[config.mk]
export PLATFORM = sky130hd
export DESIGN_NAME = shifter_arbiter
export DESIGN_NICKNAME = d
export VERILOG_FILES = /design/src/rtl/shifter_arbiter.sv
export SDC_FILE = /design/constraint.sdc
export NUM_CORES = 1
export LEC_CHECK = 0
export CAP_MARGIN = 10
export CORE_AREA = 2 2 80 82
export DETAILED_ROUTE_END_ITERATION = 8
export DIE_AREA = 0 0 82 84
export PLACE_DENSITY = 0.77
export SETUP_SLACK_MARGIN = 0.15
export SYNTH_ARGS = -nofsm -noshare
export SYNTH_HDL_FRONTEND = slang
export SYNTH_SLANG_ARGS = --single-unit
[constraint.sdc]
create_clock -name clk -period 3.73 [get_ports clk]
set_clock_uncertainty 0.15 [all_clocks]
set_input_delay 0.9325 -clock clk [delete_from_list [all_inputs] [get_ports clk]]
set_output_delay 0.9325 -clock clk [all_outputs]
set_load 0.01 [all_outputs]
[src/rtl/shifter_arbiter.sv]
// shifter_arbiter
//   Two requesters share one 16-bit shifter. One request is granted per cycle,
//   either round-robin or fixed priority (req0 wins). The result is registered
//   in a single output stage that has its own valid/ready handshake and an id tag
//   naming the requester.
//
// Ports
//   clk, rst_n              clock (rising edge), asynchronous active-low reset
//   reqN_valid/reqN_ready   request handshake for requester N (N = 0, 1)
//   reqN_data [15:0]        operand
//   reqN_amt  [3:0]         shift amount
//   reqN_mode [1:0]         0 = SLL, 1 = SRA, 2 = ROR, 3 = pass-through
//   rsp_valid/rsp_ready     result handshake
//   rsp_data  [15:0]        shifted result
//   rsp_id                  requester that owns rsp_data
//   busy                    rsp_valid | req0_valid | req1_valid (status only)
module shifter_arbiter #(
   parameter bit RR_EN = 1'b1
) (
   input  logic        clk,
   input  logic        rst_n,
   input  logic        req0_valid,
   output logic        req0_ready,
   input  logic [15:0] req0_data,
   input  logic [3:0]  req0_amt,
   input  logic [1:0]  req0_mode,
   input  logic        req1_valid,
   output logic        req1_ready,
   input  logic [15:0] req1_data,
   input  logic [3:0]  req1_amt,
   input  logic [1:0]  req1_mode,
   output logic        rsp_valid,
   input  logic        rsp_ready,
   output logic [15:0] rsp_data,
   output logic        rsp_id,
   output logic        busy
);

   logic        rsp_valid_q, rsp_valid_d;
   logic [15:0] rsp_data_q, rsp_data_d;
   logic        rsp_id_q, rsp_id_d;
   logic        last_grant_q, last_grant_d;

   logic        free;
   logic        grant;        // requester index selected this cycle
   logic        grant_valid;  // a request is accepted this cycle

   logic [15:0] sh_data;
   logic [3:0]  sh_amt;
   logic [1:0]  sh_mode;
   logic [31:0] sh_rot;
   logic [15:0] sh_res;

   // Arbitration
   always_comb begin
      free = ~rsp_valid_q | rsp_ready;
      if (req0_valid & req1_valid) begin
         grant = RR_EN ? ~last_grant_q : 1'b0;
      end else begin
         grant = req1_valid;
      end
      // rst_n gating keeps both readies low for the whole reset interval.
      grant_valid = rst_n & free & (req0_valid | req1_valid);
   end

   assign req0_ready = grant_valid & ~grant;
   assign req1_ready = grant_valid & grant;

   // Shifter operand mux; idle inputs are forced to zero so X never propagates.
   always_comb begin
      sh_data = '0;
      sh_amt  = '0;
      sh_mode = '0;
      if (grant_valid) begin
         if (grant) begin
            sh_data = req1_data;
            sh_amt  = req1_amt;
            sh_mode = req1_mode;
         end else begin
            sh_data = req0_data;
            sh_amt  = req0_amt;
            sh_mode = req0_mode;
         end
      end
   end

   // Shifter datapath (purely combinational)
   always_comb begin
      // Rotate via a doubled word: the low half after shifting is the rotation.
      sh_rot = {sh_data, sh_data} >> sh_amt;
      case (sh_mode)
         2'd0:    sh_res = sh_data << sh_amt;
         2'd1:    sh_res = $unsigned($signed(sh_data) >>> sh_amt);
         2'd2:    sh_res = sh_rot[15:0];
         default: sh_res = sh_data;
      endcase
   end

   // Output stage next state
   always_comb begin
      rsp_valid_d  = rsp_valid_q;
      rsp_data_d   = rsp_data_q;
      rsp_id_d     = rsp_id_q;
      last_grant_d = last_grant_q;
      if (grant_valid) begin
         // Covers simultaneous drain and accept: new result replaces old, no bubble.
         rsp_valid_d  = 1'b1;
         rsp_data_d   = sh_res;
         rsp_id_d     = grant;
         last_grant_d = grant;
      end else if (rsp_valid_q & rsp_ready) begin
         rsp_valid_d = 1'b0;
      end
   end

   always_ff @(posedge clk or negedge rst_n) begin
      if (!rst_n) begin
         rsp_valid_q  <= 1'b0;
         rsp_data_q   <= 16'h0000;
         rsp_id_q     <= 1'b0;
         last_grant_q <= 1'b1;  // req0 wins the first tie after reset
      end else begin
         rsp_valid_q  <= rsp_valid_d;
         rsp_data_q   <= rsp_data_d;
         rsp_id_q     <= rsp_id_d;
         last_grant_q <= last_grant_d;
      end
   end

   assign rsp_valid = rsp_valid_q;
   assign rsp_data  = rsp_data_q;
   assign rsp_id    = rsp_id_q;
   assign busy      = rsp_valid_q | req0_valid | req1_valid;

endmodule

==> results of run 1 <==
final cells by class:
type,count,share of cell area (%)
multi-input combinational,299,49.77
timing repair buffer,205,37.63
sequential,19,9.719
tap,77,1.964
clock buffer,4,0.9184
repair_timing:
action	CTS	global route
buffers inserted	0	20
hold endpoints to repair	0	0
gates resized for setup	22	50
pin swaps	3	13
endpoints found under the setup margin	16	16
gates cloned	0	1
power by group through the flow:
stage	clock network (mW)	registers, mW	logic [mW]
floorplan	0	0.310	0.337
global placement	0	0.291	0.765
detailed placement	0	0.294	0.770
CTS	0.153	0.289	0.793
global route	0.162	0.295	0.935
finish	0.154	0.291	0.895
layout by cell type (no fill, tap or decap), drive strengths merged, types with 4 or more instances in the layout:
cell           count
buf              134
clkdlybuf4s50     64
mux2i             58
o22ai             35
nor2              26
nand2             24
a22o              21
dfrtp             18
o21ai             18
a21oi             15
a31oi             12
a22oi             10
nor3               8
o21a               7
nand3              6
clkbuf             6
and2               5
nand4              5
o31ai              5
o22a               4
a221o              4
dlymetal6s2s       4
how the worst min path moves through the flow:
stage / end / slack (ns) / cells past startpoint
final: rsp_data[15] / 0.36 / 1
after global routing: rsp_data[15] / 0.37 / 1
after global placement: rsp_id / 0.33 / 2
after CTS: rsp_data[15] / 0.36 / 1
after detailed placement: rsp_data[15] / 0.34 / 1
after floorplan: last_grant_q / 0.34 / 2
critical path, stage by stage:
cell and delay, ns:
dlymetal6s2s_1 0.13, buf_4 0.15, nand2b_1 0.09, and4_4 0.31, buf_6 0.17, a22o_1 0.34, mux2i_1 0.21, mux2i_2 0.35
buf_4 0.21, nand2_1 0.05, a311o_1 0.33, a31oi_1 0.18
kinds of logic after synthesis:
family | synth area share [%]
mux | 22.79
simple gates | 14.21
buf+inv | 6.076
flops | 17.02
compound gates | 39.90
metal layers:
metal / track usage [%] / wire (µm)
met4: 19.70 / 913
met5: 0 / 0
met3: 7.900 / 1701
met2: 59.35 / 6480
met1: 53.02 / 5324
through the flow:
stage	hold slack (ns)	setup slack (ns)	total power [mW]
4_1_cts	0.3608	0.05041	1.236
6_report	0.3593	0.2868	1.340
3_3_place_gp	0.3347	-0.2948	1.055
2_1_floorplan	0.3411	0.4788	0.6475
5_1_grt	0.3666	0.2199	1.392
3_5_place_dp	0.3432	-0.2979	1.064
flip-flops by register name, summed over array words and instances, names as in the netlist:
name and cells:
rsp_valid 1, last_grant_q 1, rsp_data 16, rsp_id 1
==> results.sh, run 1 <==
export IMPL_h_tree_depth=1
export IMPL_slew_headroom_pct=63.98
export IMPL_grt_pass1_wl_um=20560
export IMPL_crit_type="primary input to register"
export IMPL_setup_tns_ns=0
export IMPL_synth_cells=346
export IMPL_tightest_slew_ns=0.5347
export IMPL_multi_input_comb_area_um2=2441
export IMPL_synth_flop_cell="dfrtp_1"
export IMPL_switching_power_uw=544.8
export IMPL_p_leak_nw=2.068
export IMPL_status="completed"
export IMPL_ant_nets=0
export IMPL_vdd_drop_max_mv=0.2991
export IMPL_dpl_cell_count=579
export IMPL_synth_nets=395
export IMPL_dieArea_um2=6888
export IMPL_seq_area_um2=476.7
export IMPL_drive_gt1_share_pct=36.43
export IMPL_fin_area_um2=4905
export IMPL_hold_viol=0
export IMPL_cp_end_kind="register"
export IMPL_fin_nets=577
export IMPL_n_antenna_cell=0
export IMPL_synth_edff_count=0
export IMPL_dieHeight_um=84
export IMPL_core_um2=6096
export IMPL_crit_path_start_kind="primary input"
export IMPL_hold_path_class="register to register"
export IMPL_synth_commonest_cells="mux2i_1 (54), o22ai_1 (35), nor2_1 (26)"
export IMPL_rrSetupSlack_ns=0.62
export IMPL_clkTransAtPathRegs_ns=0.08
export IMPL_grt_use_total_pct=39.50
export IMPL_ys_ff_latch=19
export IMPL_yosysMostFrequentCell="mux2i_1"
export IMPL_hold_buffers=0
export IMPL_worstHoldStart="rsp_data[15]"
export IMPL_wirelength_um=14420
export IMPL_arrival_ns=3.47
export IMPL_cts_buffers=3
export IMPL_rsz0062_at_grt="no"
export IMPL_antenna_found_initial=0
export IMPL_dr_pass1_iters=5
export IMPL_power_frac_comb_pct=66.8
export IMPL_cts_max_path_buffers=2
export IMPL_async_flop_share_pct=100.0
export IMPL_setup_worst_path_start="req1_valid"
export IMPL_ioPinCount=70
export IMPL_synth_seq_area_share_pct=17.02
export IMPL_drc=0
export IMPL_grt_max_degree=21
export IMPL_slew_viol_final=0
export IMPL_cts_root_buffer="clkbuf_8"
export IMPL_wl_per_cell_um=23.87
export IMPL_synth_top_area_share_pct=19.30
export IMPL_num_vias=4164
export IMPL_p_per_area_nw_per_um2=273.2
export IMPL_drt_initial_drc_count=548
export IMPL_num_rows=29
export IMPL_die_w_um=82
export IMPL_synth_area_leaders="mux2i_1 (19%), dfrtp_1 (16%), o22ai_1 (7.8%), a22o_1 (6.6%), nor2_1 (3.5%)"
export IMPL_clkSinkCount=19
export IMPL_gp_congestion=1.089
export IMPL_timing_final_crit_share_pct=92.31
export IMPL_stdcell_count=604
export IMPL_cts_tree="built"
export IMPL_r2r_start="last_grant_q"
export IMPL_overflow=0
export IMPL_ys_types=52
export IMPL_synth_largest_area_cell="mux2i_1"
export IMPL_place_area_um2=4348
export IMPL_first_global_vias=3851
export IMPL_dp_hpwl_um=10590
export IMPL_power_frac_clock_pct=11.5
export IMPL_ys_warn_count=0
export IMPL_critPathCapture="rsp_data[12]"
export IMPL_setup_violations=0
export IMPL_crit_path_max_fanout=12
export IMPL_initial_core_util_pct=45.94
export IMPL_reg2reg_to="rsp_data[12]"
export IMPL_worst_skew_pair_late_latency_ns=0.26
export IMPL_maxCapViolCount=0
export IMPL_syn_to_final_growth_pct=75.16
export IMPL_required_ns=3.76
export IMPL_fill_cells=418
export IMPL_max_freq_mhz=290.4
export IMPL_fin_util_pct=80.46
export IMPL_p_seq_share_pct=21.7
export IMPL_switching_share_pct=40.66
export IMPL_period_needed_ns=3.443
export IMPL_r2r_cells=10
export IMPL_drt_vias_per_instance=6.894
export IMPL_netlist_area_um2=2800
export IMPL_p_int_uw=795.2
export IMPL_numPortBuffers=69
export IMPL_synth_area_per_cell_um2=8.093
(Power assumes the default switching activity.)
==> run 2, diff against run 1 <==
- CORE_AREA: 2 2 80 82 -> 2 2 100 102
- DIE_AREA: 0 0 82 84 -> 0 0 102 104
- PLACE_DENSITY: 0.77 -> 0.53
- TNS_END_PERCENT: default -> 100
- clock period: 3.73 -> 3.4 ns (I/O delays scaled with it)
==> run 2 against run 1 <==
Net effect: global-route usage is 10 points lower; clock-buffer cell count fell by 1; critical endpoint is now rsp_data[15]; flip-flop and latch count unchanged; critical path type unchanged; clock power rose by 13%; sequential share of layout area fell by 0.60 points; via count is 5.9% lower; highest routed layer unchanged.
==> results.sh, run 2 (synthesis gave the netlist of run 1 again) <==
export IMPL_grt_max_degree=16
export IMPL_wirelength_um=15340
export IMPL_stdcell_count=680
export IMPL_clkSinkCount=19
export IMPL_hold_buffers=0
export IMPL_dieHeight_um=104
export IMPL_arrival_ns=3.18
export IMPL_wl_met1_um=6423
export IMPL_final_common_cell="buf_4"
export IMPL_cts_root_buffer="clkbuf_8"
export IMPL_cts_max_path_buffers=2
export IMPL_maxCapViolCount=0
export IMPL_r2r_start="last_grant_q"
export IMPL_dp_hpwl_um=12080
export IMPL_worstHoldStart="rsp_data[3]"
export IMPL_vdd_drop_max_mv=0.1737
export IMPL_dieArea_um2=10610
export IMPL_reg2reg_to="rsp_data[15]"
export IMPL_hold_end="rsp_data[3]"
export IMPL_n_antenna_cell=0
export IMPL_max_freq_mhz=315.2
export IMPL_slew_headroom_pct=59.97
export IMPL_p_total_mw=1.519
export IMPL_overflow=0
export IMPL_whs_path_depth=2
export IMPL_setup_slack_ns=0.2271
export IMPL_die_w_um=102
export IMPL_status="completed"
export IMPL_largest_register_ffs=16
export IMPL_crit_path_max_fanout=8
export IMPL_timing_final_crit_share_pct=93.32
export IMPL_dpl_cell_count=660
export IMPL_hold_viol=0
export IMPL_r2r_cells=12
export IMPL_slew_viol_final=0
export IMPL_wl_met3_um=1129
export IMPL_ioPinCount=70
export IMPL_worst_path_most_repeated_cell="buf_6"
export IMPL_timing_hold_ws_ns=0.3630
export IMPL_cp_slowest_cell="o32a_1"
export IMPL_num_rows=36
export IMPL_drive_gt1_share_pct=40.40
export IMPL_rsz0062_at_grt="no"
export IMPL_h_tree_depth=1
export IMPL_initial_core_util_pct=29.32
export IMPL_grt_pass1_wl_um=23360
export IMPL_fill_cells=916
export IMPL_preCtsSetupSlack_ns=-0.7947
export IMPL_wl_met2_um=7186
export IMPL_fin_nets=597
export IMPL_cp_cell_sequence="buf_6, a21boi_4, and3_4, buf_12, a22oi_2, buf_6, buf_6, mux2i_4, buf_4, o22ai_1, nor2_1, o22ai_1, o32a_1"
export IMPL_required_ns=3.41
export IMPL_final_cell_mix="buf_4 (138), clkdlybuf4s50_1 (64), mux2i_1 (38)"
export IMPL_clkTransAtPathRegs_ns=0.09
export IMPL_first_global_vias=4025
export IMPL_fin_util_pct=54.73
export IMPL_crit_type="primary input to register"
export IMPL_p_per_area_nw_per_um2=290.6
export IMPL_tightest_slew_ns=0.5964
export IMPL_ant_nets=0
export IMPL_syn_to_final_growth_pct=86.64
export IMPL_drt_vias_per_instance=5.762
export IMPL_numPortBuffers=69
export IMPL_setup_violations=0
export IMPL_drc=0
export IMPL_highest_signal_layer="met4"
export IMPL_cts_tree="built"
export IMPL_dr_pass1_iters=5
export IMPL_p_leak_nw=2.186
export IMPL_cts_buffers=3
export IMPL_rrSetupSlack_ns=0.38
export IMPL_crit_path_start_kind="primary input"
export IMPL_core_um2=9549
export IMPL_hold_path_class="register to register"
export IMPL_wl_per_cell_um=22.56
export IMPL_worst_skew_pair_late_latency_ns=0.27
export IMPL_grt_use_total_pct=29.16
export IMPL_gp_congestion=0.9974
export IMPL_num_vias=3918
export IMPL_period_needed_ns=3.173
export IMPL_slowest_delay_ns=0.30
export IMPL_drt_initial_drc_count=329
export IMPL_antenna_found_initial=0
export IMPL_cp_end_kind="register"
[run 2: cell types whose count changed in the layout (fill, tap and decap cells not counted), sizes merged]
| cell | previous run | this run |
|---|---|---|
| dlymetal6s2s | 4 | 0 |
| buf | 134 | 154 |
| bufbuf | 0 | 3 |
| clkinv | 0 | 1 |
[run 2: critical path, delay by kind of cell]
| kind | cells | cell delay, ns |
|---|---|---|
| AO/OA/AOI/OAI | 5 | 0.86 |
| AND/OR/NAND/NOR | 2 | 0.41 |
| buffers and inverters | 5 | 0.78 |
| multiplexers | 1 | 0.27 |
[run 2: worst max path at each step]
stage / depth (start not counted) / start / endpoint / slack, ns
final: 13 / req1_valid / rsp_data[15] / 0.23
after global routing: 13 / req1_valid / rsp_data[15] / 0.18
after CTS: 12 / req0_valid / rsp_data[4] / 0.15
after detailed placement: 12 / req1_valid / rsp_data[4] / -0.79
after global placement: 11 / req1_valid / rsp_data[4] / -0.72
after floorplan: 10 / rsp_ready / rsp_data[1] / 0.23
[run 2: what timing repair did]
item / CTS / global route
pin swaps: 10 / 9
gates resized for setup: 59 / 34
setup buffers: 9 / 4
setup endpoints to repair: 19 / 17
gates cloned: 3 / 0
hold endpoints to repair: 0 / 0
[run 2: cell type report]
cell class                 instances  area (µm²)  share of cell area [%]
timing repair buffer             225        2004                   38.35
sequential                        19       476.7                   9.121
clock inverter                     1       5.005                 0.09576
clock buffer                       3       41.29                  0.7900
multi-input combinational        299        2532                   48.46
tap                              133       166.4                   3.184
[run 2: metal layers]
metal	vias to the layer above	global-route usage (%)
li1	1808	-
met1	1892	38.38
met2	178	46.38
met3	40	5.914
met4	0	11.33
met5	-	0
[run 2: power by group]
group	internal [mW]	switching, mW
clock	0.0820	0.0922
combinational	0.543	0.483
sequential	0.282	0.0364
total	0.907	0.612
[run 2: metrics by stage]
stage,setup TNS [ns],cell area [µm²]
2_1_floorplan,0,2800
3_3_place_gp,-8.020,4581
3_5_place_dp,-8.562,4581
4_1_cts,0,5049
5_1_grt,0,5226
6_report,0,5226
==> run 3, diff against run 2 <==
- CORE_AREA: 2 2 100 102 -> 2 2 82 124
- DIE_AREA: 0 0 102 104 -> 0 0 84 126
==> run 3 against run 2 <==
Net effect: clock-buffer cell count grew 1; final area down 1.2%; non-clock buffer count rose by 4; sequential power hardly changed; critical path type unchanged; core utilization is 0.54 points lower; maximum frequency fell by 0.87%; register-to-register slack gained 0.10 ns; worst hold slack got worse by 0.0096 ns; clock power up 56%.
==> results.sh, run 3 (synthesis gave the netlist of run 1 again) <==
export IMPL_largest_register_ffs=16
export IMPL_timing_final_crit_share_pct=94.14
export IMPL_whs_path_depth=2
export IMPL_clkTransAtPathRegs_ns=0.06
export IMPL_drt_initial_drc_count=341
export IMPL_grt_pass1_wl_um=23890
export IMPL_crit_path_max_fanout=5
export IMPL_worst_skew_pair_late_latency_ns=0.27
export IMPL_timing_hold_ws_ns=0.3534
export IMPL_die_w_um=84
export IMPL_crit_type="primary input to register"
export IMPL_num_rows=44
export IMPL_n_antenna_cell=0
export IMPL_cts_max_path_buffers=2
export IMPL_grt_use_total_pct=29.31
export IMPL_setup_violations=0
export IMPL_dieHeight_um=126
export IMPL_first_global_vias=4236
export IMPL_drt_vias_per_instance=6.125
export IMPL_num_vias=4079
export IMPL_ioPinCount=70
export IMPL_final_common_cell="buf_4"
export IMPL_vdd_drop_max_mv=0.2006
export IMPL_wl_per_cell_um=23.55
export IMPL_slew_viol_final=0
export IMPL_rsz0062_at_grt="yes"
export IMPL_slew_headroom_pct=67.71
export IMPL_fill_cells=902
export IMPL_tightest_slew_ns=0.4794
export IMPL_drc=0
export IMPL_wirelength_um=15680
export IMPL_final_cell_mix="buf_4 (140), clkdlybuf4s50_1 (63), mux2i_1 (38)"
export IMPL_hold_path_class="register to register"
export IMPL_gp_congestion=0.9744
export IMPL_overflow=0
export IMPL_critPathCapture="rsp_data[15]"
export IMPL_grt_max_degree=22
export IMPL_clkSinkCount=19
export IMPL_required_ns=3.40
export IMPL_cts_tree="built"
export IMPL_p_leak_nw=2.203
export IMPL_drive_gt1_share_pct=40.47
export IMPL_p_per_area_nw_per_um2=308.4
export IMPL_initial_core_util_pct=29.40
export IMPL_crit_path_start_kind="primary input"
export IMPL_core_um2=9524
export IMPL_antenna_found_initial=0
export IMPL_fin_nets=601
export IMPL_arrival_ns=3.21
export IMPL_period_needed_ns=3.201
export IMPL_p_int_uw=974.6
export IMPL_dieArea_um2=10580
export IMPL_numPortBuffers=69
export IMPL_power_frac_clock_pct=17.0
export IMPL_cp_end_kind="register"
export IMPL_ant_nets=0
export IMPL_setup_worst_path_start="rsp_ready"
export IMPL_switching_share_pct=38.76
export IMPL_stdcell_count=666
export IMPL_r2r_start="last_grant_q"
export IMPL_r2r_cells=14
export IMPL_p_seq_share_pct=20.0
export IMPL_reg2reg_to="rsp_data[10]"
export IMPL_switching_power_uw=617.0
export IMPL_rrSetupSlack_ns=0.48
export IMPL_dpl_cell_count=632
export IMPL_h_tree_depth=1
export IMPL_cts_buffers=3
export IMPL_dp_hpwl_um=12060
export IMPL_cts_root_buffer="clkbuf_16"
export IMPL_maxCapViolCount=0
export IMPL_dr_pass1_iters=5
export IMPL_power_frac_comb_pct=62.9
export IMPL_hold_viol=0
export IMPL_syn_to_final_growth_pct=84.32
export IMPL_status="completed"
export IMPL_max_freq_mhz=312.4
-- run 3: changes by cell type in the layout (fill, tap and decap cells not counted), moves of 3 or more --
cell	change
mux2i_2	+3
mux2i_4	-3
clkbuf_8	-3
buf_6	-3
buf_12	+5
o22ai_4	-3
clkbuf_16	+3
bufbuf_16	-3
o22ai_2	+4
-- run 3: final cells by class --
type | count | area, µm² | area share (%)
clock buffers | 4 | 78.83 | 1.527
repair buffers | 229 | 2016 | 39.05
multi-input cells | 299 | 2446 | 47.39
flip-flops and latches | 19 | 476.7 | 9.236
well taps | 115 | 143.9 | 2.788
-- run 3: how the worst min path moves through the flow --
stage | from | to | slack, ns
floorplan | last_grant_q | last_grant_q | 0.34
global placement | rsp_data[3] | rsp_data[3] | 0.33
detailed placement | rsp_id | rsp_id | 0.34
CTS | rsp_id | rsp_id | 0.36
global route | rsp_data[3] | rsp_data[3] | 0.37
finish | rsp_data[3] | rsp_data[3] | 0.35
-- run 3: critical path, cell delays in order --
cell and delay (ns):
dlygate4sd2_1 0.23, nand2b_4 0.14, and3_4 0.21, buf_6 0.12
a22oi_2 0.22, buf_12 0.16, buf_12 0.13, mux2i_4 0.25
buf_6 0.12, buf_4 0.10, o22ai_1 0.07, nor2_2 0.16
o22ai_1 0.09, o32a_1 0.34
-- run 3: layer usage --
layer | part of all wire [%] | wire, µm | track usage, %
met3 | 5.9 | 932 | 5.242
met5 | 0 | 0 | 0
met4 | 6.0 | 939 | 16.51
met2 | 51 | 8049 | 52.85
met1 | 37 | 5759 | 31.89
-- run 3: what timing repair did --
item	CTS	global route
hold buffers	0	0
buffers inserted	20	9
pin swaps	13	10
gates resized for setup	64	25
endpoints found under the setup margin	19	16
hold endpoints to repair	0	0
cloned	1	0
-- run 3: power groups by stage --
stage	Sequential [mW]	Combinational (mW)	Clock, mW
2_1_floorplan	0.340	0.370	0
3_3_place_gp	0.319	0.875	0
3_5_place_dp	0.321	0.870	0
4_1_cts	0.318	0.953	0.275
5_1_grt	0.326	1.05	0.285
6_report	0.319	1.00	0.271
-- run 3: stage by stage --
step	setup WS (ns)	utilization, %	TNS, ns	instance area [µm²]	total power, mW
after floorplan	0.2313	-	0	2800	0.7103
after global placement	-0.4448	47.33	-5.558	4508	1.194
after detailed placement	-0.4301	47.33	-5.984	4508	1.191
after CTS	0.1524	52.56	0	5006	1.547
after global routing	0.1139	54.19	0	5161	1.663
final	0.1991	54.19	0	5161	1.592
